===== config.mk =====
export PLATFORM = sky130hd
export DESIGN_NAME = id_stage_pipelined_flat
export DESIGN_NICKNAME = d
export VERILOG_FILES = /design/src/rtl/id_pkg.sv /design/src/rtl/id_stage_pipelined_if.sv /design/src/rtl/regfile_param.sv /design/src/rtl/id_stage_pipelined.sv /design/src/flat_wrapper.sv
export SDC_FILE = /design/constraint.sdc
export NUM_CORES = 2
export LEC_CHECK = 0
export ABC_CLOCK_PERIOD_IN_PS = 5400
export BUFFER_PORTS_ARGS = -buffer_cell sky130_fd_sc_hd__buf_2
export CAP_MARGIN = 20
export CORE_MARGIN = 2
export CORE_UTILIZATION = 40
export CTS_BUF_LIST = sky130_fd_sc_hd__clkbuf_16
export CTS_CLUSTER_DIAMETER = 50
export DETAILED_ROUTE_END_ITERATION = 12
export HOLD_SLACK_MARGIN = 0.03
export RECOVER_POWER = 25
export SYNTH_ARGS = -nofsm -noshare
export SYNTH_HDL_FRONTEND = slang
export SYNTH_HIERARCHICAL = 1
export SYNTH_SLANG_ARGS = --single-unit
export TNS_END_PERCENT = 30

===== constraint.sdc =====
create_clock -name clk -period 5.4 [get_ports clk]
set_input_delay 0.81 -clock clk [delete_from_list [all_inputs] [get_ports clk]]
set_output_delay 0.81 -clock clk [all_outputs]
set_load 0.1 [all_outputs]

===== src/rtl/id_pkg.sv =====
// Shared decode definitions for the ID stage: opcodes, ALU-op codes, control bundle.
// Optional bne support is enabled by defining BNE_EN; otherwise opcode 0x05 decodes to all-zero controls.
package id_pkg;

    localparam logic [5:0] OP_RTYPE = 6'h00;
    localparam logic [5:0] OP_J     = 6'h02;
    localparam logic [5:0] OP_BEQ   = 6'h04;
    localparam logic [5:0] OP_BNE   = 6'h05;
    localparam logic [5:0] OP_ADDI  = 6'h08;
    localparam logic [5:0] OP_LW    = 6'h23;
    localparam logic [5:0] OP_SW    = 6'h2B;

    typedef enum logic [1:0] {
        ALU_ADD   = 2'b00,
        ALU_BR    = 2'b01,
        ALU_RTYPE = 2'b10
    } alu_op_e;

    typedef struct packed {
        logic    reg_dst;
        logic    alu_src;
        logic    mem_to_reg;
        logic    reg_write;
        logic    mem_read;
        logic    mem_write;
        logic    branch;
        logic    branch_ne;
        logic    jump;
        alu_op_e alu_op;
    } ctrl_t;

    function automatic ctrl_t decode(input logic [5:0] opcode);
        ctrl_t c;
        c        = '0;
        c.alu_op = ALU_ADD;
        case (opcode)
            OP_RTYPE: begin c.reg_dst = 1'b1; c.reg_write = 1'b1; c.alu_op = ALU_RTYPE; end
            OP_LW:    begin c.alu_src = 1'b1; c.mem_read = 1'b1; c.mem_to_reg = 1'b1; c.reg_write = 1'b1; end
            OP_SW:    begin c.alu_src = 1'b1; c.mem_write = 1'b1; end
            OP_BEQ:   begin c.branch = 1'b1; c.alu_op = ALU_BR; end
            OP_BNE:   begin
`ifdef BNE_EN
                c.branch    = 1'b1;
                c.branch_ne = 1'b1;
                c.alu_op    = ALU_BR;
`else
                c = '0;
`endif
            end
            OP_ADDI:  begin c.alu_src = 1'b1; c.reg_write = 1'b1; end
            OP_J:     c.jump = 1'b1;
            default:  c = '0;
        endcase
        return c;
    endfunction

endpackage


===== src/rtl/id_stage_pipelined_if.sv =====
// Bundle of the ID stage's pipeline-facing signals: IF/ID inputs, WB and EX/MEM feedback, ID/EX outputs.
// The master modport drives the stage inputs; the slave modport is the ID stage itself.
interface id_stage_pipelined_if #(
    parameter int DATA_W = 32,
    parameter int PC_W   = 10,
    parameter int NREGS  = 32
);
    localparam int AW = $clog2(NREGS);

    logic [PC_W-1:0]   pc_plus4;
    logic [31:0]       instr;
    logic              if_flush;
    logic              wb_reg_write;
    logic [AW-1:0]     wb_addr;
    logic [DATA_W-1:0] wb_data;
    logic              exm_reg_write;
    logic              exm_mem_read;
    logic [AW-1:0]     exm_dest;
    logic [DATA_W-1:0] exm_alu_result;

    logic              stall;
    logic              branch_taken;
    logic [PC_W-1:0]   branch_address;
    logic              jump;
    logic [PC_W-1:0]   jump_address;
    logic [DATA_W-1:0] ide_reg1;
    logic [DATA_W-1:0] ide_reg2;
    logic [DATA_W-1:0] ide_imm;
    logic [AW-1:0]     ide_rs;
    logic [AW-1:0]     ide_rt;
    logic [AW-1:0]     ide_dest;
    logic              ide_mem_to_reg;
    logic              ide_mem_read;
    logic              ide_mem_write;
    logic              ide_alu_src;
    logic              ide_reg_write;
    logic [1:0]        ide_alu_op;

    modport master (
        output pc_plus4, instr, if_flush, wb_reg_write, wb_addr, wb_data,
               exm_reg_write, exm_mem_read, exm_dest, exm_alu_result,
        input  stall, branch_taken, branch_address, jump, jump_address,
               ide_reg1, ide_reg2, ide_imm, ide_rs, ide_rt, ide_dest,
               ide_mem_to_reg, ide_mem_read, ide_mem_write, ide_alu_src, ide_reg_write, ide_alu_op
    );

    modport slave (
        input  pc_plus4, instr, if_flush, wb_reg_write, wb_addr, wb_data,
               exm_reg_write, exm_mem_read, exm_dest, exm_alu_result,
        output stall, branch_taken, branch_address, jump, jump_address,
               ide_reg1, ide_reg2, ide_imm, ide_rs, ide_rt, ide_dest,
               ide_mem_to_reg, ide_mem_read, ide_mem_write, ide_alu_src, ide_reg_write, ide_alu_op
    );

endinterface


===== src/rtl/regfile_param.sv =====
// NREGS x DATA_W register file, two async read ports, one write port; r0 is hardwired to zero.
// Reads see a same-cycle write (write-through); no backpressure.
module regfile_param #(
    parameter int DATA_W = 32,
    parameter int NREGS  = 32,
    parameter int AW     = $clog2(NREGS)
) (
    input  logic              clk,
    input  logic              reset,
    input  logic              we,
    input  logic [AW-1:0]     waddr,
    input  logic [DATA_W-1:0] wdata,
    input  logic [AW-1:0]     raddr_a,
    input  logic [AW-1:0]     raddr_b,
    output logic [DATA_W-1:0] rdata_a,
    output logic [DATA_W-1:0] rdata_b
);

    logic [DATA_W-1:0] mem [NREGS];

    always_ff @(posedge clk or negedge reset) begin
        if (!reset) begin
            for (int i = 0; i < NREGS; i++) mem[i] <= '0;
        end else if (we && waddr != '0) begin
            mem[waddr] <= wdata;
        end
    end

    assign rdata_a = (raddr_a == '0)               ? '0    :
                     (we && raddr_a == waddr)      ? wdata : mem[raddr_a];
    assign rdata_b = (raddr_b == '0)               ? '0    :
                     (we && raddr_b == waddr)      ? wdata : mem[raddr_b];

endmodule


===== src/rtl/id_stage_pipelined.sv =====
// MIPS32 decode stage with register file, hazard detection, branch forwarding and ID/EX register.
// Latency: ID/EX outputs one cycle; stall/branch/jump are combinational. Stall or flush inserts a bubble.
// BNE_EN adds bne (opcode 0x05) decoding.
module id_stage_pipelined
    import id_pkg::*;
#(
    parameter int DATA_W = 32,
    parameter int PC_W   = 10,
    parameter int NREGS  = 32
) (
    input  logic                 clk,
    input  logic                 reset,
    id_stage_pipelined_if.slave  bus
);

    localparam int AW = $clog2(NREGS);

    ctrl_t             ctl;
    logic [AW-1:0]     rs, rt, rd, dest;
    logic [DATA_W-1:0] rf_a, rf_b, op_a, op_b, imm;
    logic              ex_hit_rs, ex_hit_rt, mem_hit_rs, mem_hit_rt;
    logic              load_use, br_stall, stall_i, bubble, ops_eq;

    assign ctl  = decode(bus.instr[31:26]);
    assign rs   = AW'(bus.instr[25:21]);
    assign rt   = AW'(bus.instr[20:16]);
    assign rd   = AW'(bus.instr[15:11]);
    assign dest = ctl.reg_dst ? rd : rt;
    assign imm  = DATA_W'($signed(bus.instr[15:0]));

    regfile_param #(.DATA_W(DATA_W), .NREGS(NREGS), .AW(AW)) u_rf (
        .clk     (clk),
        .reset   (reset),
        .we      (bus.wb_reg_write),
        .waddr   (bus.wb_addr),
        .wdata   (bus.wb_data),
        .raddr_a (rs),
        .raddr_b (rt),
        .rdata_a (rf_a),
        .rdata_b (rf_b)
    );

    assign ex_hit_rs  = (bus.ide_dest != '0) && (bus.ide_dest == rs);
    assign ex_hit_rt  = (bus.ide_dest != '0) && (bus.ide_dest == rt);
    assign mem_hit_rs = (bus.exm_dest != '0) && (bus.exm_dest == rs);
    assign mem_hit_rt = (bus.exm_dest != '0) && (bus.exm_dest == rt);

    // Branches resolve in ID, so any result not yet available as an ALU value must stall.
    assign load_use = bus.ide_mem_read && (ex_hit_rs || ex_hit_rt);
    assign br_stall = ctl.branch &&
                      ((bus.ide_reg_write && (ex_hit_rs || ex_hit_rt)) ||
                       (bus.exm_mem_read  && (mem_hit_rs || mem_hit_rt)));
    assign stall_i  = load_use || br_stall;
    assign bubble   = stall_i || bus.if_flush;

    assign op_a   = (bus.exm_reg_write && !bus.exm_mem_read && mem_hit_rs) ? bus.exm_alu_result : rf_a;
    assign op_b   = (bus.exm_reg_write && !bus.exm_mem_read && mem_hit_rt) ? bus.exm_alu_result : rf_b;
    assign ops_eq = (op_a == op_b);

    assign bus.stall          = stall_i;
    assign bus.branch_taken   = ctl.branch && (ops_eq ^ ctl.branch_ne) && !bubble;
    assign bus.jump           = ctl.jump && !bubble;
    assign bus.branch_address = bus.pc_plus4 + PC_W'($signed({bus.instr[15:0], 2'b00}));
    assign bus.jump_address   = PC_W'({bus.instr[25:0], 2'b00});

    always_ff @(posedge clk or negedge reset) begin
        if (!reset) begin
            bus.ide_reg1       <= '0;
            bus.ide_reg2       <= '0;
            bus.ide_imm        <= '0;
            bus.ide_rs         <= '0;
            bus.ide_rt         <= '0;
            bus.ide_dest       <= '0;
            bus.ide_mem_to_reg <= 1'b0;
            bus.ide_mem_read   <= 1'b0;
            bus.ide_mem_write  <= 1'b0;
            bus.ide_alu_src    <= 1'b0;
            bus.ide_reg_write  <= 1'b0;
            bus.ide_alu_op     <= 2'b00;
        end else begin
            bus.ide_reg1       <= rf_a;
            bus.ide_reg2       <= rf_b;
            bus.ide_imm        <= imm;
            bus.ide_rs         <= rs;
            bus.ide_rt         <= rt;
            bus.ide_dest       <= dest;
            bus.ide_mem_to_reg <= ctl.mem_to_reg && !bubble;
            bus.ide_mem_read   <= ctl.mem_read   && !bubble;
            bus.ide_mem_write  <= ctl.mem_write  && !bubble;
            bus.ide_alu_src    <= ctl.alu_src    && !bubble;
            bus.ide_reg_write  <= ctl.reg_write  && !bubble;
            bus.ide_alu_op     <= bubble ? 2'b00 : ctl.alu_op;
        end
    end

endmodule


===== src/flat_wrapper.sv =====
// flat-port wrapper written by rule: the top's interface ports become plain ports
module id_stage_pipelined_flat import id_pkg::*;
#(
    parameter int DATA_W = 32,
    parameter int PC_W   = 10,
    parameter int NREGS  = 32
)
  (clk, reset, bus_pc_plus4, bus_instr, bus_if_flush, bus_wb_reg_write, bus_wb_addr, bus_wb_data, bus_exm_reg_write, bus_exm_mem_read, bus_exm_dest, bus_exm_alu_result, bus_stall, bus_branch_taken, bus_branch_address, bus_jump, bus_jump_address, bus_ide_reg1, bus_ide_reg2, bus_ide_imm, bus_ide_rs, bus_ide_rt, bus_ide_dest, bus_ide_mem_to_reg, bus_ide_mem_read, bus_ide_mem_write, bus_ide_alu_src, bus_ide_reg_write, bus_ide_alu_op);
  id_stage_pipelined_if #(.DATA_W(DATA_W), .PC_W(PC_W), .NREGS(NREGS)) bus_i ();
  input  logic clk;
  input  logic reset;
  input wire logic [$bits(bus_i.pc_plus4)-1:0] bus_pc_plus4;
  input wire logic [$bits(bus_i.instr)-1:0] bus_instr;
  input wire logic [$bits(bus_i.if_flush)-1:0] bus_if_flush;
  input wire logic [$bits(bus_i.wb_reg_write)-1:0] bus_wb_reg_write;
  input wire logic [$bits(bus_i.wb_addr)-1:0] bus_wb_addr;
  input wire logic [$bits(bus_i.wb_data)-1:0] bus_wb_data;
  input wire logic [$bits(bus_i.exm_reg_write)-1:0] bus_exm_reg_write;
  input wire logic [$bits(bus_i.exm_mem_read)-1:0] bus_exm_mem_read;
  input wire logic [$bits(bus_i.exm_dest)-1:0] bus_exm_dest;
  input wire logic [$bits(bus_i.exm_alu_result)-1:0] bus_exm_alu_result;
  output wire logic [$bits(bus_i.stall)-1:0] bus_stall;
  output wire logic [$bits(bus_i.branch_taken)-1:0] bus_branch_taken;
  output wire logic [$bits(bus_i.branch_address)-1:0] bus_branch_address;
  output wire logic [$bits(bus_i.jump)-1:0] bus_jump;
  output wire logic [$bits(bus_i.jump_address)-1:0] bus_jump_address;
  output wire logic [$bits(bus_i.ide_reg1)-1:0] bus_ide_reg1;
  output wire logic [$bits(bus_i.ide_reg2)-1:0] bus_ide_reg2;
  output wire logic [$bits(bus_i.ide_imm)-1:0] bus_ide_imm;
  output wire logic [$bits(bus_i.ide_rs)-1:0] bus_ide_rs;
  output wire logic [$bits(bus_i.ide_rt)-1:0] bus_ide_rt;
  output wire logic [$bits(bus_i.ide_dest)-1:0] bus_ide_dest;
  output wire logic [$bits(bus_i.ide_mem_to_reg)-1:0] bus_ide_mem_to_reg;
  output wire logic [$bits(bus_i.ide_mem_read)-1:0] bus_ide_mem_read;
  output wire logic [$bits(bus_i.ide_mem_write)-1:0] bus_ide_mem_write;
  output wire logic [$bits(bus_i.ide_alu_src)-1:0] bus_ide_alu_src;
  output wire logic [$bits(bus_i.ide_reg_write)-1:0] bus_ide_reg_write;
  output wire logic [$bits(bus_i.ide_alu_op)-1:0] bus_ide_alu_op;
  assign bus_i.pc_plus4 = bus_pc_plus4;
  assign bus_i.instr = bus_instr;
  assign bus_i.if_flush = bus_if_flush;
  assign bus_i.wb_reg_write = bus_wb_reg_write;
  assign bus_i.wb_addr = bus_wb_addr;
  assign bus_i.wb_data = bus_wb_data;
  assign bus_i.exm_reg_write = bus_exm_reg_write;
  assign bus_i.exm_mem_read = bus_exm_mem_read;
  assign bus_i.exm_dest = bus_exm_dest;
  assign bus_i.exm_alu_result = bus_exm_alu_result;
  assign bus_stall = bus_i.stall;
  assign bus_branch_taken = bus_i.branch_taken;
  assign bus_branch_address = bus_i.branch_address;
  assign bus_jump = bus_i.jump;
  assign bus_jump_address = bus_i.jump_address;
  assign bus_ide_reg1 = bus_i.ide_reg1;
  assign bus_ide_reg2 = bus_i.ide_reg2;
  assign bus_ide_imm = bus_i.ide_imm;
  assign bus_ide_rs = bus_i.ide_rs;
  assign bus_ide_rt = bus_i.ide_rt;
  assign bus_ide_dest = bus_i.ide_dest;
  assign bus_ide_mem_to_reg = bus_i.ide_mem_to_reg;
  assign bus_ide_mem_read = bus_i.ide_mem_read;
  assign bus_ide_mem_write = bus_i.ide_mem_write;
  assign bus_ide_alu_src = bus_i.ide_alu_src;
  assign bus_ide_reg_write = bus_i.ide_reg_write;
  assign bus_ide_alu_op = bus_i.ide_alu_op;
  id_stage_pipelined #(.DATA_W(DATA_W), .PC_W(PC_W), .NREGS(NREGS)) u_core (.clk(clk), .reset(reset), .bus(bus_i));
endmodule

# Word-level counts from Yosys, hierarchy flattened
# Index checks and enable logic that the tools add are counted.
# totals
reg_bits,1125
latchBits,0
ram_bits,0
romBits,0
inputBits,122
out_inout_bits,141
elab_cells,125
mem_count,0
# classes
add_sub_neg,1
n_mul,0
n_div,0
order_cmp,4
eq_ne,12
n_shift,0
muxes,25
bitwise,3
n_reduce_logical,37
# op_table
cell,count
1024-bit bitwise mux,1
32-bit two-way mux,11
32-bit binary-select mux with 5-bit select,2
32-bit demux with 5-bit select,1
32-bit equality test,1
5-bit equality test,6
1-bit logical AND,22
"6-bit >= comparator, second input constant",3
5-bit inverter with 6-bit output,3
5-bit nonzero test,3
"6-bit equality test, second input constant",2
10-bit adder,1
5-bit logical NOT,2
1-bit two-way mux,7
"6-bit by 2-bit equality test with 1-bit output, second input constant",1
"6-bit by 3-bit equality test with 1-bit output, second input constant",1
"6-bit by 4-bit equality test with 1-bit output, second input constant",1
6-bit logical NOT,1
"6-bit by 1-bit < comparator with 1-bit output, second input constant",1
3-bit OR reduction,2
1-bit logical OR,5
5-bit two-way mux,1
2-bit one-hot mux with 2 select lines,1
1-bit logical NOT,2
2-bit two-way mux,1

# Longest topological paths before layout
# depth
word_depth,10
ltp_mapped,19
depth_no_buf,14

# By module
# Netlist, hierarchy kept.
# by_module_without_submodules
module,n_inst,cells_each,area_per_inst_um2,seq_area_each_um2
regfile_param,1,3792,54798.8,25624.6
id_stage_pipelined,1,520,5327.6,2527.4

# Worst setup path after synthesis
# Ideal clock, no wire load.
# synth_timing
path_kind,reg-to-output
start,register u_core/bus.ide_dest[1] (netlist name)
end,output bus_jump
arrival_ns,5.764
required_time_ns,4.590
path_slack_ns,-1.174
stages_incl_launch_ff,7
path_buffers,0
cell_sequence,dfrtp_1 or4_1 nor2_1 o32ai_1 or2_2 nand2b_1 nor4_1
# synth_between
elab_chain_cells,10
elab_cells_between_ends,14
cone_classes,2 x eq/ne; 12 x reduce/logical
# synth_lines
element,line,text
start: declaration,id_stage_pipelined_if.sv:51,"ide_reg1, ide_reg2, ide_imm, ide_rs, ide_rt, ide_dest,"
start signal: assignment,id_stage_pipelined.sv:86,bus.ide_dest <= dest;
"5-bit equality test, or another cell as far along",id_stage_pipelined.sv:43,assign ex_hit_rs = (bus.ide_dest != '0) && (bus.ide_dest == rs);
1-bit logical AND (on tied branches),"id_stage_pipelined.sv:43, id_stage_pipelined.sv:44",
1-bit logical OR *,"id_stage_pipelined.sv:49, id_stage_pipelined.sv:51",
1-bit logical AND,id_stage_pipelined.sv:51,((bus.ide_reg_write && (ex_hit_rs || ex_hit_rt)) ||
1-bit logical OR,id_stage_pipelined.sv:51,
1-bit logical AND,id_stage_pipelined.sv:50,assign br_stall = ctl.branch &&
1-bit logical OR *,id_stage_pipelined.sv:53,assign stall_i = load_use || br_stall;
net bus_stall,flat_wrapper.sv:22,output wire logic [$bits(bus_i.stall)-1:0] bus_stall;
1-bit logical OR *,id_stage_pipelined.sv:54,assign bubble = stall_i || bus.if_flush;
1-bit logical NOT *,id_stage_pipelined.sv:62,assign bus.jump = ctl.jump && !bubble;
1-bit logical AND *,id_stage_pipelined.sv:62,
end: declaration,flat_wrapper.sv:25,output wire logic [$bits(bus_i.jump)-1:0] bus_jump;
# Mark *: on every way through the listed nets, which the timed path passes. The rest lies on a longest branch.

# Final worst setup path
# layout_timing
start,input bus_instr[22]
end,output bus_branch_taken
# layout_between
elab_chain_cells,10
elab_cells_between_ends,28
cone_classes,4 x eq/ne; 6 x mux; 1 x bitwise; 17 x reduce/logical
# layout_lines
element,line,text
start: declaration,flat_wrapper.sv:13,input wire logic [$bits(bus_i.instr)-1:0] bus_instr;
5-bit inverter with 6-bit output (implied by the code),regfile_param.sv:30,(we && raddr_a == waddr) ? wdata : mem[raddr_a];
32-bit binary-select mux with 5-bit select,regfile_param.sv:30,
32-bit two-way mux (implied by the code) (2 in series),regfile_param.sv:30,
32-bit two-way mux,regfile_param.sv:30,
32-bit two-way mux *,regfile_param.sv:29,assign rdata_a = (raddr_a == '0) ? '0 :
net u_core.rf_a[11],id_stage_pipelined.sv:20,"logic [DATA_W-1:0] rf_a, rf_b, op_a, op_b, imm;"
32-bit two-way mux *,id_stage_pipelined.sv:56,assign op_a = (bus.exm_reg_write && !bus.exm_mem_read && mem_hit_rs) ? bus.exm_alu_result : rf_a;
32-bit equality test *,id_stage_pipelined.sv:58,assign ops_eq = (op_a == op_b);
1-bit logical AND * (2 in series),id_stage_pipelined.sv:61,assign bus.branch_taken = ctl.branch && (ops_eq ^ ctl.branch_ne) && !bubble;
end: declaration,flat_wrapper.sv:23,output wire logic [$bits(bus_i.branch_taken)-1:0] bus_branch_taken;
# Mark *: on every way through the listed nets, which the timed path passes. The rest lies on a longest branch. The select of a mux whose other input is x is not followed.

==> qor.tcl <==
set qor(run_status) {complete, but fails checks}
set qor(violated_checks) {capacitance limit, slew limit}
set qor(sw_frac_of_total_pct) 31.6
set qor(post-route-min-period_ns) 5.36
set qor(clock_tree.htree_level_count) 4
set qor(placeableCoreArea_mm2) 0.150
set qor(groute.usage.overall_pct) 30.2
set qor(netlist.top_cell.by_area) {dfrtp_1}
set qor(global_route_wire_length_before_repair_mm) 331
set qor(async_flop_share_pct) 100
set qor(power.ir.vdd_worst_uv) 250
set qor(end_point_of_the_worst_hold_path) {u_core/bus.ide_imm[10]$_DFF_PN0_}
set qor(ys.flop_type) {dfrtp_1}
set qor(path_class) {primary input to output port}
set qor(max_freq_mhz) 187
set qor(critPathMaxStageDelay_ns) 0.47
set qor(std_cell_rows) 142
set qor(path_buf_inv) 6
set qor(post_synth_main_area_contributors) {dfrtp_1 (47%), mux2_2 (20%), mux4_2 (14%)}
set qor(wire_per_inst_um) 33.9
set qor(final-max-slew-violation-count) 65
set qor(tightestPinTransition_ns) 4.01
set qor(finalSetupViolCount) 0
set qor(crit_end_element) {output port}
set qor(detail_route.drc_violations) 0
set qor(clock_path_buffers) 3
set qor(antenna_found_initial) 25
set qor(nNetsFinal) 4917
set qor(die_height_um) 392
set qor(synthDistinctLibCells) 81
set qor(cellInternalPower_mw) 18.9
set qor(synth-warning-count) 6
set qor(power_switching_mw) 8.75
set qor(dp_hpwl_mm) 150
set qor(grt_max_degree) 166
set qor(yosysSeqAreaShare_pct) 46.8
set qor(first_global_vias) 44000
set qor(tritoncts) {done}
set qor(layout-drive-gt1-share_pct) 53.7
set qor(antenna_left) 0
set qor(syn_avg_cell_area_um2) 13.9
set qor(worst_r2r_endpoint) {u_core/bus.ide_reg1[6]$_DFF_PN0_}
set qor(power_frac_clock_pct) 35.4
set qor(detailed_route_wirelength_on_metal2_mm) 104
set qor(starting_density_of_the_core_pct) 40.2
set qor(portBuffers) 256
set qor(placed_cells_incl_taps) 6586
set qor(first_pass_iteration_count_of_the_detailed_router) 5
set qor(num-fill-cells) 13100
set qor(ioPinCount) 263
set qor(synth_seq_cells) 1125
set qor(crit_required_ns) 4.59
set qor(postPlaceCellArea_mm2) 0.0666
set qor(number_of_enable_flip_flop_cells_after_synthesis) 0
set qor(period_utilization_post_route_pct) 99.2
set qor(final-instance-count-excl-fill) 6926
set qor(gp_routability_congestion) 0.937
set qor(path_delay_family) {compound AO/OA/AOI/OAI gates}
set qor(die_w_um) 392
set qor(route.top_layer_used) {met5}
set qor(hold_viol_final) 0
set qor(fin_worst_hold_slack_ns) 0.143
set qor(total_routed_wire_length_on_the_met1_layer_mm) 92.5
set qor(route.vias.total) 44300
set qor(netlist.area_leader.share_pct) 46.8
set qor(totalWireLength_mm) 235
set qor(viasPerCell) 6.39
set qor(cts.reportedPaths.clkPinSlew_ns) 0.06
set qor(startpoint_class_of_the_critical_path) {primary input}
set qor(finalPower_mw) 27.7
set qor(cts-buffers-inserted) 143
set qor(drv.max_cap_violation_count) 2
set qor(met3WireLength_mm) 24.1
set qor(critical_path_arrival_ns) 4.55
set qor(finalInstanceArea_mm2) 0.0731
set qor(hold_class) {primary input to register}
set qor(area_growth_syn_to_layout_pct) 21.6
set qor(worst_hold_path.num_cells) 1
set qor(worstPathCellList) {buf_6 > or3b_4 > buf_12 > buf_12 > buf_4 > o221ai_1 > a21oi_1 > a21oi_1 > a22o_4 > buf_4 > a21boi_0 > o31ai_1 > nor4_4 > o2111ai_2 > a2111oi_4 > buf_12}
set qor(worst_hold_startpoint) {bus_instr[10]}
set qor(worstReg2RegStart) {u_core/u_rf/mem[582]$_DFFE_PN0P_}
set qor(regToRegSetupSlack_ns) 2.94
set qor(crit_path_max_delay_cell_type) {or3b_4}
set qor(synthCells) 4312
set qor(drt_iter0_drc) 4578
set qor(r2r_cells) 7
set qor(power-per-cell-area_mw_per_mm2) 379
set qor(power.share.sequential_pct) 40.1
set qor(netlist_area_mm2) 0.0601
set qor(worstSkewPairLatency_ns) 0.79
set qor(finClkSkew_ns) 0.0300
set qor(slew_headroom_pct) -167
set qor(cp_max_fo) 21
set qor(sink_count) 1125
set qor(timing.critical_path.mode_cell) {buf_12}
set qor(design.die.area_mm2) 0.153
set qor(combinationalPowerShare_pct) 24.5
set qor(grt_remaining_overflow) 0
set qor(power.static_leakage_nw) 32.2
set qor(clock_tree.root_cell) {clkbuf_16}
metal layers:
metal  vias up  track usage (%)
met1     23500             40.1
li1      17600                -
met2      2494             45.9
met5         -                0
met4        20             15.1
met3       689             7.87
power groups by stage:
| stage | logic, mW | clock network, mW | registers [mW] |
|---|---|---|---|
| after floorplan | 3.90 | 0 | 11.5 |
| after global placement | 6.35 | 0 | 11.1 |
| after detailed placement | 6.45 | 0 | 11.2 |
| after CTS | 6.61 | 9.91 | 11.1 |
| after global routing | 7.10 | 10.3 | 11.3 |
| final | 6.78 | 9.80 | 11.1 |
state kept, by name (all words and copies together) (netlist names):
name and cells:
u_core/u_rf/mem 1024, u_core/bus.ide_reg1 32, u_core/bus.ide_reg2 32, u_core/bus.ide_imm 16
u_core/bus.ide_dest 5, u_core/bus.ide_rs 5, u_core/bus.ide_rt 5, u_core/bus.ide_alu_op 2
u_core/bus.ide_alu_src 1, u_core/bus.ide_mem_read 1, u_core/bus.ide_mem_write 1, u_core/bus.ide_reg_write 1
cell families after synthesis:
family / share of synthesized area (%)
buf+inv: 4.05
other cells: 0.00624
mux: 38.1
compound gates: 7.21
xor+xnor: 0.947
flops: 46.8
simple gates: 2.70
fa+ha+maj: 0.179
what timing repair did:
action / in CTS / in global routing
pin swaps: 38 / 35
resized for setup: 107 / 90
hold buffers: 1 / 0
setup buffers: 25 / 38
setup endpoints to repair: 1 / 1
cloned: 8 / 2
endpoints found under the hold margin: 22 / 0
area by class of cell:
cell class | instances | area [um2] | area share, %
Multi-Input combinational cell | 2679 | 30400 | 41.6
Sequential cell | 1125 | 28200 | 38.5
Timing Repair Buffer | 815 | 7060 | 9.66
Clock buffer | 144 | 3600 | 4.93
Tap cell | 2016 | 2520 | 3.45
Clock inverter | 118 | 1230 | 1.68
Inverter | 23 | 86.3 | 0.118
Antenna cell | 6 | 15.0 | 0.0205
synthesized netlist by cell type (9+ instances only):
master,instances
buf_4,63
o221ai_1,42
a211oi_1,19
nor4_1,14
nand2b_1,12
nand2_1,49
mux2_2,1071
a211o_1,14
buf_1,69
or3_1,9
a21oi_1,119
xor2_1,19
a22oi_1,98
mux4_2,376
o21ai_0,44
nor2_1,91
o2111ai_1,9
nand3_1,15
mux2i_1,222
a22o_1,80
o22ai_1,72
xnor2_1,46
nor3_1,57
nor2b_1,16
clkbuf_1,248
a2111oi_0,32
inv_1,23
dfrtp_1,1125
buf_6,18
buf_2,83
worst reg2reg max path, delay by kind of cell (launching register included):
kind	cells	cell delay [ns]
mux	1	0.47
compound gates	4	1.14
buf+inv	2	0.36
flops	1	0.40
cells in the final DEF (no fill, tap or decap), types with 18 or more instances in the layout:
| cell type | Yosys | routed |
|---|---|---|
| o221ai_1 | 42 | 41 |
| a21oi_1 | 119 | 111 |
| inv_1 | 23 | 43 |
| a22oi_1 | 98 | 92 |
| buf_12 | 1 | 89 |
| a22o_1 | 80 | 61 |
| clkbuf_16 | 0 | 146 |
| mux2i_1 | 222 | 217 |
| nand2_1 | 49 | 34 |
| mux2_2 | 1071 | 1071 |
| buf_2 | 83 | 231 |
| o22ai_1 | 72 | 69 |
| mux4_2 | 376 | 376 |
| buf_4 | 63 | 429 |
| nor2_1 | 91 | 69 |
| clkinvlp_4 | 0 | 21 |
| clkbuf_1 | 248 | 19 |
| xor2_1 | 19 | 19 |
| xnor2_1 | 46 | 42 |
| dfrtp_1 | 1125 | 1125 |
| o21ai_0 | 44 | 41 |
| nor3_1 | 57 | 50 |
| nor2_4 | 0 | 18 |
worst max path at each step:
stage / from / endpoint / slack (ns) / depth (start not counted)
5_1_grt: u_core/u_rf/mem[598]$_DFFE_PN0P_ / bus_branch_taken / -0.03 / 13
4_1_cts: bus_instr[21] / bus_branch_taken / 0.0001 / 15
3_3_place_gp: bus_instr[21] / bus_branch_taken / -0.31 / 14
2_1_floorplan: bus_instr[16] / bus_branch_taken / -0.03 / 14
3_5_place_dp: bus_instr[20] / bus_branch_taken / -0.41 / 14
6_report: bus_instr[22] / bus_branch_taken / 0.04 / 16
per-stage QoR:
| stage | utilization (%) | setup TNS [ns] | worst slack (ns) |
|---|---|---|---|
| 2_1_floorplan | - | -0.0491 | -0.0328 |
| 3_3_place_gp | 44.5 | -0.309 | -0.309 |
| 3_5_place_dp | 44.5 | -0.413 | -0.413 |
| 4_1_cts | 48.4 | 0 | 0.000135 |
| 5_1_grt | 48.9 | -0.0334 | -0.0334 |
| 6_report | 48.9 | 0 | 0.0408 |
(Power assumes the default switching activity.)
